<file path="src/rtl/hci_parity_fault_ctrl_pkg.sv">
// Shared types and width helpers for the HCI parity fault controller.
package hci_package;

  // Controller states: collecting (ARMED), latched alarm (ALARM), one-cycle clear (CLEAR).
  typedef enum logic [1:0] {
    IDLE  = 2'd0,
    ARMED = 2'd1,
    ALARM = 2'd2,
    CLEAR = 2'd3
  } hci_parity_fault_state_t;

  // Width of a channel index; a single channel still needs one bit.
  function automatic int unsigned idx_width(input int unsigned n);
    return (n > 1) ? $clog2(n) : 1;
  endfunction

  // Width able to hold a population count of n bits (0..n).
  function automatic int unsigned pop_width(input int unsigned n);
    return $clog2(n + 1);
  endfunction

endpackage

</file>
<file path="src/rtl/hci_parity_fault_ctrl_prio.sv">
// Lowest-index priority encoder plus popcount over an N_CH-bit fault vector.
// Purely combinational so per-cluster aggregators can reuse it.
module hci_parity_fault_prio
  import hci_package::*;
#(
  parameter int unsigned N_CH  = 4,
  parameter int unsigned IDX_W = idx_width(N_CH),
  parameter int unsigned PC_W  = pop_width(N_CH)
) (
  input  logic [N_CH-1:0]  vec_i,
  output logic             any_o,
  output logic [IDX_W-1:0] idx_o,
  output logic [PC_W-1:0]  pop_o
);

  // Scan from the top down so the last hit written is the lowest set index.
  always_comb begin
    any_o = 1'b0;
    idx_o = '0;
    for (int i = N_CH - 1; i >= 0; i--) begin
      if (vec_i[i]) begin
        any_o = 1'b1;
        idx_o = IDX_W'(i);
      end
    end
  end

  // Count the set bits of the vector.
  always_comb begin
    pop_o = '0;
    for (int i = 0; i < N_CH; i++) begin
      pop_o = pop_o + PC_W'(vec_i[i]);
    end
  end

endmodule

</file>
<file path="src/rtl/hci_parity_fault_ctrl.sv">
// Central fault controller: masks and counts parity faults, captures the first
// faulting channel, raises a level alarm with a one-cycle irq, and runs the
// clear handshake. All outputs come straight from flops.
module hci_parity_fault_ctrl
  import hci_package::*;
#(
  parameter  int unsigned N_CH  = 4,
  parameter  int unsigned CNT_W = 8,
  localparam int unsigned IDX_W = idx_width(N_CH)
) (
  input  logic             clk_i,
  input  logic             rst_ni,
  input  logic             enable_i,
  input  logic [N_CH-1:0]  fault_i,
  input  logic [N_CH-1:0]  mask_i,
  input  logic [CNT_W-1:0] threshold_i,
  input  logic             clear_req_i,
  output logic             clear_ack_o,
  output logic             alarm_o,
  output logic             irq_o,
  output logic [N_CH-1:0]  status_o,
  output logic             first_valid_o,
  output logic [IDX_W-1:0] first_ch_o,
  output logic [CNT_W-1:0] fault_cnt_o
);

  localparam int unsigned PC_W  = pop_width(N_CH);
  // Sum wide enough that count + popcount can never wrap before saturation.
  localparam int unsigned SUM_W = ((CNT_W > PC_W) ? CNT_W : PC_W) + 1;
  localparam logic [CNT_W-1:0] CNT_MAX = '1;

  hci_parity_fault_state_t state_q, state_d;

  logic             alarm_q, irq_q, ack_q;
  logic [N_CH-1:0]  status_q;
  logic             first_valid_q;
  logic [IDX_W-1:0] first_ch_q;
  logic [CNT_W-1:0] fault_cnt_q;

  logic [N_CH-1:0]  eff;
  logic             eff_any;
  logic [IDX_W-1:0] eff_idx;
  logic [PC_W-1:0]  eff_pop;
  logic [SUM_W-1:0] cnt_sum;
  logic [CNT_W-1:0] cnt_next;
  logic [CNT_W-1:0] thr_eff;
  logic             alarm_hit;

  // Faults only count while collecting; in IDLE and CLEAR they are dropped.
  always_comb begin
    eff = '0;
    if (state_q == ARMED || state_q == ALARM) begin
      eff = fault_i & ~mask_i;
    end
  end

  hci_parity_fault_prio #(
    .N_CH  (N_CH),
    .IDX_W (IDX_W),
    .PC_W  (PC_W)
  ) u_prio (
    .vec_i (eff),
    .any_o (eff_any),
    .idx_o (eff_idx),
    .pop_o (eff_pop)
  );

  // Saturating count and threshold compare; alarm only fires on a cycle with a
  // new fault, so lowering the threshold never raises a retroactive alarm.
  always_comb begin
    cnt_sum   = SUM_W'(fault_cnt_q) + SUM_W'(eff_pop);
    cnt_next  = (cnt_sum > SUM_W'(CNT_MAX)) ? CNT_MAX : cnt_sum[CNT_W-1:0];
    thr_eff   = (threshold_i == '0) ? CNT_W'(1) : threshold_i;
    alarm_hit = eff_any && (cnt_next >= thr_eff);
  end

  // Next-state logic: clear wins over everything; a new alarm wins over disable.
  always_comb begin
    state_d = state_q;
    case (state_q)
      IDLE: begin
        if (clear_req_i)   state_d = CLEAR;
        else if (enable_i) state_d = ARMED;
      end
      ARMED: begin
        if (clear_req_i)    state_d = CLEAR;
        else if (alarm_hit) state_d = ALARM;
        else if (!enable_i) state_d = IDLE;
      end
      ALARM: begin
        if (clear_req_i) state_d = CLEAR;
      end
      CLEAR: begin
        state_d = enable_i ? ARMED : IDLE;
      end
      default: state_d = IDLE;
    endcase
  end

  // State, flag and counter registers; entering CLEAR zeroes the captured data.
  always_ff @(posedge clk_i) begin
    if (!rst_ni) begin
      state_q       <= IDLE;
      alarm_q       <= 1'b0;
      irq_q         <= 1'b0;
      ack_q         <= 1'b0;
      status_q      <= '0;
      first_valid_q <= 1'b0;
      first_ch_q    <= '0;
      fault_cnt_q   <= '0;
    end else begin
      state_q <= state_d;
      alarm_q <= (state_d == ALARM);
      irq_q   <= (state_d == ALARM) && (state_q != ALARM);
      ack_q   <= (state_d == CLEAR);
      if (state_d == CLEAR) begin
        status_q      <= '0;
        first_valid_q <= 1'b0;
        first_ch_q    <= '0;
        fault_cnt_q   <= '0;
      end else begin
        status_q    <= status_q | eff;
        fault_cnt_q <= cnt_next;
        if (!first_valid_q && eff_any) begin
          first_valid_q <= 1'b1;
          first_ch_q    <= eff_idx;
        end
      end
    end
  end

  assign clear_ack_o   = ack_q;
  assign alarm_o       = alarm_q;
  assign irq_o         = irq_q;
  assign status_o      = status_q;
  assign first_valid_o = first_valid_q;
  assign first_ch_o    = first_ch_q;
  assign fault_cnt_o   = fault_cnt_q;

endmodule

</file>
<file path="config.mk">
export PLATFORM = sky130hd
export DESIGN_NAME = hci_parity_fault_ctrl
export DESIGN_NICKNAME = d
export VERILOG_FILES = /design/src/rtl/hci_parity_fault_ctrl_pkg.sv /design/src/rtl/hci_parity_fault_ctrl_prio.sv /design/src/rtl/hci_parity_fault_ctrl.sv
export SDC_FILE = /design/constraint.sdc
export NUM_CORES = 1
export LEC_CHECK = 0
export CAP_MARGIN = 30
export CORE_MARGIN = 2
export CORE_UTILIZATION = 52
export CTS_CLUSTER_DIAMETER = 100
export DETAILED_ROUTE_END_ITERATION = 10
export PLACE_DENSITY = 0.82
export SYNTH_ARGS = -nofsm -noshare
export SYNTH_HDL_FRONTEND = slang
export SYNTH_SLANG_ARGS = --single-unit
</file>
<file path="constraint.sdc">
create_clock -name clk_i -period 12.4 [get_ports clk_i]
set_clock_uncertainty 0.15 [all_clocks]
set_input_delay 2.48 -clock clk_i [delete_from_list [all_inputs] [get_ports clk_i]]
set_output_delay 2.48 -clock clk_i [all_outputs]
set_load 0.02 [all_outputs]
</file>
* Word level (Yosys, flattened, before mapping)
Index checks and enable logic that the tools add are counted.
Word-level totals: bits in registers 20, latch bits 0, RAM bits 0, memory bits (read-only) 0, input bits 20, output and inout bits 18, memories 0
Operators by class: $add $sub $neg 4, $mul 0, divide/modulo/power cells 0, $lt $le $gt $ge 2, equal/unequal tests 6, shifts and indexed selects 0, mux-type cells 19, bitwise gates (word level) 4, reductions and logical operators 8
Operators with widths (number):
- $mux W2 | 10
- $mux W8 | 2
- $add A8 B3 Y9 | 1
- $gt A9 B8 Y1 const B | 1
- $eq A2 B2 Y1 const B | 4
- $ge A8 B8 Y1 | 1
- $logic_not A8 Y1 | 1
- $pmux W2 S4 | 1
- $add A3 B1 Y3 | 2
- $mux W1 | 5
- $and A4 B4 Y4 | 1
- $mux W4 | 1
- $not A4 Y4 | 1
- $or A4 B4 Y4 | 1
- $logic_and A1 B1 Y1 | 3
- $add A1 B1 Y2 | 1
- $eq A2 B1 Y1 const B | 1
- $logic_not A2 Y1 | 1
- $ne A2 B2 Y1 const B | 1
- $reduce_or A2 Y1 | 1
- $logic_not A1 Y1 | 1
- $logic_or A1 B1 Y1 | 1
- $not A1 Y1 | 1

* Longest topological paths before layout
depth after elaboration 16, gate-level depth with buffers 22, depth with buffers taken out 20

* Hierarchy
Synthesis repeated with hierarchy kept, for this count alone.
Unflattened totals: cell total of the unflattened synthesis 151, area, all modules 1382.6 um2
Modules (own cells, without submodules):
- hci_parity_fault_ctrl | times used 1, cells each 138, area each 1290.0 um2
- hci_parity_fault_prio | times used 1, cells each 13, area each 92.6 um2

* Least setup slack after synthesis
No wires, ideal clock.
path type input to register, from in fault_i[1], to reg first_ch_q[1], in the netlist first_ch_o[1], library setup time 0.135 ns, arrival 6.409 ns, data required time 12.115 ns, slack 5.706 ns, stages 19, path buffers 1, cell sequence nor2b_1 > and2_1 > ha_1 > inv_1 > fa_1 > inv_1 > ha_1 > inv_1 > fa_1 > nor2b_1 > o21ai_0 > mux2_2 > ha_1 > a21o_1 > a21oi_1 > o211ai_2 > a2111oi_4 > buf_6 > nor3_2
Between the ends: word-level cells in the longest chain between the ends 15, elaborated cells on any way between the ends 20, classes of those cells add/sub (4); order compare (2); eq/ne (1); mux (9); bitwise (1); reduce/logical (3)
Ends and longest elaborated chain:
- start, declared | line hci_parity_fault_ctrl.sv:14 | input logic [N_CH-1:0] fault_i,
- $and A4 B4 Y4 (*) | line hci_parity_fault_ctrl.sv:53 | eff = fault_i & ~mask_i;
- $mux W4 (*) | line hci_parity_fault_ctrl.sv:52 | if (state_q == ARMED || state_q == ALARM) begin
- $add A1 B1 Y2 (*) | line hci_parity_fault_ctrl_prio.sv:32 | pop_o = pop_o + PC_W'(vec_i[i]);
- $add A3 B1 Y3 (*) (2 in a row) | line hci_parity_fault_ctrl_prio.sv:32
- $add A8 B3 Y9 (*) | line hci_parity_fault_ctrl.sv:71 | cnt_sum = SUM_W'(fault_cnt_q) + SUM_W'(eff_pop);
- $gt A9 B8 Y1 | line hci_parity_fault_ctrl.sv:72 | cnt_next = (cnt_sum > SUM_W'(CNT_MAX)) ? CNT_MAX : cnt_sum[CNT_W-1:0];
- $mux W8 (*) | line hci_parity_fault_ctrl.sv:72
- via cnt_next[6] | line hci_parity_fault_ctrl.sv:45 | logic [CNT_W-1:0] cnt_next;
- $ge A8 B8 Y1 (*) | line hci_parity_fault_ctrl.sv:74 | alarm_hit = eff_any && (cnt_next >= thr_eff);
- $logic_and A1 B1 Y1 (*) | line hci_parity_fault_ctrl.sv:74
- $mux W2 (*) | line hci_parity_fault_ctrl.sv:87 | else if (alarm_hit) state_d = ALARM;
- $mux W2 (*) | line hci_parity_fault_ctrl.sv:86 | if (clear_req_i) state_d = CLEAR;
- $pmux W2 S4 (*) | line hci_parity_fault_ctrl.sv:80 | case (state_q)
- $eq A2 B2 Y1 (*) | line hci_parity_fault_ctrl.sv:116 | if (state_d == CLEAR) begin
- $reduce_or A2 Y1 (no source line) (*)
- end signal, assigned | line hci_parity_fault_ctrl.sv:126 | first_ch_q <= eff_idx;
- end, declared | line hci_parity_fault_ctrl.sv:37 | logic [IDX_W-1:0] first_ch_q;
Mark *: on every way through the listed nets, which the timed path passes. The rest lies on a longest branch. A chain may end at the register's enable or synchronous reset.

* Worst setup path after layout
from in fault_i[1], to reg fault_cnt_q[4], in the netlist fault_cnt_o[4]
Between the ends: word-level cells in the longest chain between the ends 15, elaborated cells on any way between the ends 17, classes of those cells add/sub (4); order compare (2); eq/ne (1); mux (7); bitwise (1); reduce/logical (2)
Ends and longest elaborated chain:
- $and A4 B4 Y4 (*) | line hci_parity_fault_ctrl.sv:53
- $mux W4 (*) | line hci_parity_fault_ctrl.sv:52
- $add A1 B1 Y2 (*) | line hci_parity_fault_ctrl_prio.sv:32
- $add A3 B1 Y3 (*) (2 in a row) | line hci_parity_fault_ctrl_prio.sv:32
- $add A8 B3 Y9 (*) | line hci_parity_fault_ctrl.sv:71
- $gt A9 B8 Y1 | line hci_parity_fault_ctrl.sv:72
- $mux W8 (*) | line hci_parity_fault_ctrl.sv:72
- via cnt_next[6] | line hci_parity_fault_ctrl.sv:45
- $ge A8 B8 Y1 (*) | line hci_parity_fault_ctrl.sv:74
- $logic_and A1 B1 Y1 (*) | line hci_parity_fault_ctrl.sv:74
- $mux W2 (*) | line hci_parity_fault_ctrl.sv:87
- $mux W2 (*) | line hci_parity_fault_ctrl.sv:86
- $pmux W2 S4 (*) | line hci_parity_fault_ctrl.sv:80
- $eq A2 B2 Y1 (*) | line hci_parity_fault_ctrl.sv:116
- $reduce_or A2 Y1 (no source line) (*)
- end signal, assigned | line hci_parity_fault_ctrl.sv:123 | fault_cnt_q <= cnt_next;
- end, declared | line hci_parity_fault_ctrl.sv:38 | logic [CNT_W-1:0] fault_cnt_q;
Marked as above.

==> out/summary.txt <==
# Max-Cap Violations: 0
drt drc: 0
routed length per instance: 14.9 um
detailed-router iteration count before antenna repair: 4
Die Y: 56.5 um
count of final hold-check violations: 0
worst-path cell chain: clkdlybuf4s50_1 > nor2b_1 > and2_1 > ha_1 > inv_1 > fa_1 > inv_1 > ha_1 > inv_1 > fa_1 > nor2b_1 > o21ai_0 > mux2_2 > ha_1 > a21o_1 > a21oi_1 > o211ai_2 > a2111oi_4 > buf_6 > nor3b_1
overall routing resource usage: 23.6%
Flop pwr share: 28.2%
diodes inserted: 0
CP startpoint kind: input pin
Top FF cell, synth: dfxtp_1
Net Count, Synth: 196
Clk pwr share: 17.8%
Reg clk slew, reported paths: 0.12 ns
Seq/Total Area, Yosys: 28.0%
Max-Slew Margin vs Limit: 67.0%
clk root buf: clkbuf_4
largest net degree at the start of global routing: 14
YS warnings: 0
fin crit period: 7.24 ns
slowest stage delay, CP: 0.50 ns
TNS Setup: 0 ns
post-cts resize count: 0
cts hold-fix bufs: 0
number of vias per cell: 5.70
pins over their slew limit: 0
Routability Congestion: 0.890
routed vias: 1294
Final Setup Violations: 0
TritonCTS Buffers: 3
overall die width: 56.5 um
syn_area_per_cell: 9.12 um2
crit path kind: input pin to flip-flop
CP Buf/Inv Count: 5
Cell Pwr Density: 162 mW/mm2
grt total ovfl: 0
delay-heaviest family, CP: adder cells
Netlist cell types: 46
IO buf count: 37
DP HPWL: 2760 um
Static Leak: 0.848 nW
Crit. End Element: flip-flop
Initial Util: 53.3%
Die ar.: 0.00319 mm2
Fmax achieved: 0.138 GHz
placed inst area: 0.00183 mm2
initial antenna violation count: 0
ANT nets after route: 0
core area: 0.00269 mm2
Pwr Total: 0.306 mW
switch share: 40.8%
synthesized flop and latch total: 20
# clock sinks: 20
RSZ-0062 raised after global routing: no
Hold Path Class: flip-flop to flip-flop
# rows: 19
asr flop ratio synth: 0%
Internal: 0.181 mW
P_sw: 0.125 mW
postcts setup bufs: 0
Slowest cell on crit path: a2111oi_4
status: complete, no violations
Logic pwr share: 54.0%
first-pass GRT wire length: 6020 um
vias in the first global route: 1344
initial detailed-routing violation count: 28
# IOs: 38
post-route clock period utilization: 58.4%
Synth-to-Final Area Change: 31.6%
Mapped Cells: 157
TritonCTS clock tree: yes
Routed Wire Length: 3390 um
post-synthesis cell area: 0.00143 mm2
share of layout cells above drive strength 1: 11.7%
Worst-Skew Late Latency: 0.31 ns
fin area: 0.00188 mm2
# nets final: 236
CP required: 12.44 ns
Longest Clk Path Bufs: 2
Hold WS: 0.365 ns
pin slew with the least headroom to its limit: 0.494 ns
worst vdd ir: 131 uV
worst-path maximum fanout: 13
CTS H-tree depth: 1
Post-synth EDFFs: 0
Worst EP arrival: 7.27 ns
layout make-up:
type | count | area (um2)
multi-input combinational | 116 | 943
sequential | 20 | 400
clock inverter | 1 | 30.0
tap | 31 | 38.8
inverter | 18 | 67.6
fill | 214 | 802
timing repair buffer | 38 | 382
clock buffer | 3 | 22.5
placed cells by master, fill, tap and decap left out, types with 4 or more instances in the layout:
cell type	netlist	layout
clkdlybuf4s50_1	0	37
dfxtp_1	20	20
inv_1	18	18
ha_1	17	17
nand2_1	12	12
o21ai_0	10	10
nor2_1	6	6
nor2b_1	5	5
a21oi_1	5	5
nor2_2	5	5
nor3_2	5	5
and2_1	4	4
nor3b_1	4	4
flip-flops by register name, indices dropped and copies added (netlist names):
signal,cells
status_o,4
state_q,2
first_valid_o,1
first_ch_o,2
alarm_o,1
fault_cnt_o,8
clear_ack_o,1
irq_o,1
layer usage:
| metal | global-route usage (%) | vias up | wire, um |
|---|---|---|---|
| li1 | - | 636 | - |
| met5 | 0 | - | 0 |
| met2 | 41.0 | 38 | 1750 |
| met4 | 10.9 | 0 | 44 |
| met1 | 28.7 | 615 | 1480 |
| met3 | 3.00 | 5 | 123 |
power by group through the flow:
stage          clock network [mW]  registers [mW]  logic (mW)
2_1_floorplan                   0          0.0984       0.103
4_1_cts                    0.0545          0.0863       0.165
6_report                   0.0544          0.0863       0.165
3_3_place_gp                    0          0.0870       0.154
5_1_grt                    0.0585          0.0879       0.181
3_5_place_dp                    0          0.0877       0.164
logic make-up (layout without fill, tap and decap cells):
family / Yosys count / count (layout) / synth area share (%)
muxes: 2 / 2 / 1.49
adders and majority gates: 19 / 19 / 17.7
buffers and inverters: 21 / 60 / 6.12
and+or+nand+nor: 57 / 57 / 24.8
AOI/OAI and AO/OA: 35 / 35 / 20.1
xor gates and xnor gates: 3 / 3 / 1.84
DFF: 20 / 20 / 28.0
path summary, 6_finish.rpt:
check	start	end	slack, ns	depth (start not counted)
max reg2reg	state_q[0]$_SDFF_PN0_	fault_cnt_o[4]$_SDFF_PP0_	7.05	20
min reg2reg	first_ch_o[0]$_SDFFE_PP0P_	first_ch_o[0]$_SDFFE_PP0P_	0.37	2
min	first_ch_o[0]$_SDFFE_PP0P_	first_ch_o[0]$_SDFFE_PP0P_	0.37	2
max	fault_i[1]	fault_cnt_o[4]$_SDFF_PP0_	5.16	20
stage by stage:
| stage | setup WS, ns | cells | util (%) |
|---|---|---|---|
| 6_report | 5.16 | 227 | 70.1 |
| 5_1_grt | 4.82 | 227 | 70.1 |
| 4_1_cts | 5.19 | 227 | 70.1 |
| 3_5_place_dp | 4.89 | 223 | 68.2 |
| 3_3_place_gp | 4.55 | 222 | 67.8 |
| 2_1_floorplan | 5.71 | 157 | - |
worst reg2reg max path, cell delays in order, from the launching register on:
cell and delay, ns:
dfxtp_1 0.43, inv_1 0.09, ha_1 0.45, and2_1 0.23, ha_1 0.29, inv_1 0.07
fa_1 0.40, inv_1 0.07, ha_1 0.15, inv_1 0.06, fa_1 0.37, nor2b_1 0.26
o21ai_0 0.17, mux2_2 0.33, ha_1 0.33, a21o_1 0.19, a21oi_1 0.21, o211ai_2 0.16
a2111oi_4 0.50, buf_6 0.25, nor3b_1 0.08
cell usage after synthesis, types with 4 or more instances:
master   instances  area share, %
nor3_2           5            3.5
nor3b_1          4            2.1
nand2_1         12            3.1
nor2_1           6            1.6
nor2_2           5            2.2
a21oi_1          5            1.7
and2_1           4            1.7
dfxtp_1         20             28
ha_1            17             15
inv_1           18            4.7
o21ai_0         10            3.5
nor2b_1          5            2.2
Note: power is estimated with default switching activity, not from simulation.
==> variant, RTL diff (config.mk and constraints unchanged) <==
Add an input register stage for `threshold_i`; this delays it by one clock. The other inputs are not delayed to match.
--- a/src/rtl/hci_parity_fault_ctrl.sv
+++ b/src/rtl/hci_parity_fault_ctrl.sv
@@ -28,6 +28,12 @@
   // Sum wide enough that count + popcount can never wrap before saturation.
   localparam int unsigned SUM_W = ((CNT_W > PC_W) ? CNT_W : PC_W) + 1;
   localparam logic [CNT_W-1:0] CNT_MAX = '1;
+
+  logic [CNT_W-1:0] threshold_q;
+
+  always_ff @(posedge clk_i) begin
+    threshold_q <= threshold_i;
+  end
 
   hci_parity_fault_state_t state_q, state_d;
 
@@ -70,7 +76,7 @@
   always_comb begin
     cnt_sum   = SUM_W'(fault_cnt_q) + SUM_W'(eff_pop);
     cnt_next  = (cnt_sum > SUM_W'(CNT_MAX)) ? CNT_MAX : cnt_sum[CNT_W-1:0];
-    thr_eff   = (threshold_i == '0) ? CNT_W'(1) : threshold_i;
+    thr_eff   = (threshold_q == '0) ? CNT_W'(1) : threshold_q;
     alarm_hit = eff_any && (cnt_next >= thr_eff);
   end
 
Function: changed (Yosys sat finds a counterexample within 4 cycles, from zero or initial values and one cycle with rst_ni low).
==> variant against the unedited design <==
The run now ends with DRC left; synthesized cell count rose by 7.0%; routed wire length rose by 0.68%; largest power group unchanged; cell area rose by 6.7%; sequential power rose by 34%; power rose by 9.9%; sequential share of layout area rose by 6.6 points; highest routed layer unchanged; worst hold slack improved by 16 ps; register-to-register slack got worse by 450 ps; sequential cell count rose by 8; area after synthesis rose by 9.6%; worst setup slack got worse by 420 ps; combinational power fell by 2%.
==> variant: results (changes against the unedited design) <==
drt:
  wl_um: 3415  # +0.68%
  drc: 2  # +2
placement:
  hpwl_um: 2798  # +1.3%
  dp_cells: 233  # +4.5%
layout:
  multi_input_cells: 120  # +3.4%
  layout.area.seq_um2: 560.5  # +40%
  area_share_clock_buf_inv: 0.02614  # -0.001753
  multi_input_area_um2: 924.6  # -2.0%
  buffers: 37  # -2.6%
  fin_nets: 246  # +4.2%
  seq_share: 0.2788  # +0.06630
  drive_gt1_frac: 0.08252  # -0.03482
logic_synthesis:
  syn_nets: 207  # +5.6%
  ys_ff_latch: 28  # +40%
  syn_avg_cell_area_um2: 9.339  # +2.4%
  synth.cell_area_um2: 1569  # +9.6%
  synth_commonest_cells: "28 x dfxtp_1, 17 x ha_1, 17 x inv_1, 16 x nor2_1, 12 x nand2_1"
pwr:
  powerComb_w: 0.000161  # -2%
  internal-power_w: 0.0002080  # +15%
  vdd_drop_max_uv: 113.5  # -13%
global_route:
  grt_pass1_vias: 1380  # +2.7%
  grt_usage: 0.2206  # -0.01556
setup_path:
  critical-path-max-stage-delay_ps: 860  # +360 ps
  path_max_fanout: 15  # +2
  cp-endpoint: "fault_cnt_o[5]"
  cp.arrival_ps: 7740  # +470 ps
sta:
  whs_ps: 381.2  # +16.08 ps
  layout_setup_ws_ps: 4746  # -418.5 ps
run_status:
  status: "complete, but fails checks"
  violations: "DRC"
==> variant: cell count changes after synthesis, sizes merged, moves of 3 or more <==
cell    delta
nor2       +5
and3b      +3
dfxtp      +8
nor3       -5
o221ai     +3
==> variant: how the worst min path moves through the flow <==
stage,from,to,cells after the start
3_5_place_dp,status_o[3],status_o[3],2
3_3_place_gp,status_o[2],status_o[2],2
6_report,status_o[3],status_o[3],2
2_1_floorplan,status_o[2],status_o[2],2
4_1_cts,status_o[3],status_o[3],2
5_1_grt,first_ch_o[1],first_ch_o[1],2
==> variant: logic make-up after synthesis <==
group,share of synthesized area
and+or+nand+nor,0.2002
buffers and inverters,0.05342
DFF,0.3573
xor gates and xnor gates,0.01117
adders and majority gates,0.1611
muxes,0.02153
AOI/OAI and AO/OA,0.1954
==> variant: routing by layer <==
layer,part of all wire,track usage,up-vias
met3,0.032,0.02637,4
met4,0.011,0.08442,0
li1,-,-,666
met2,0.54,0.4079,27
met5,0,0,-
met1,0.42,0.2569,647
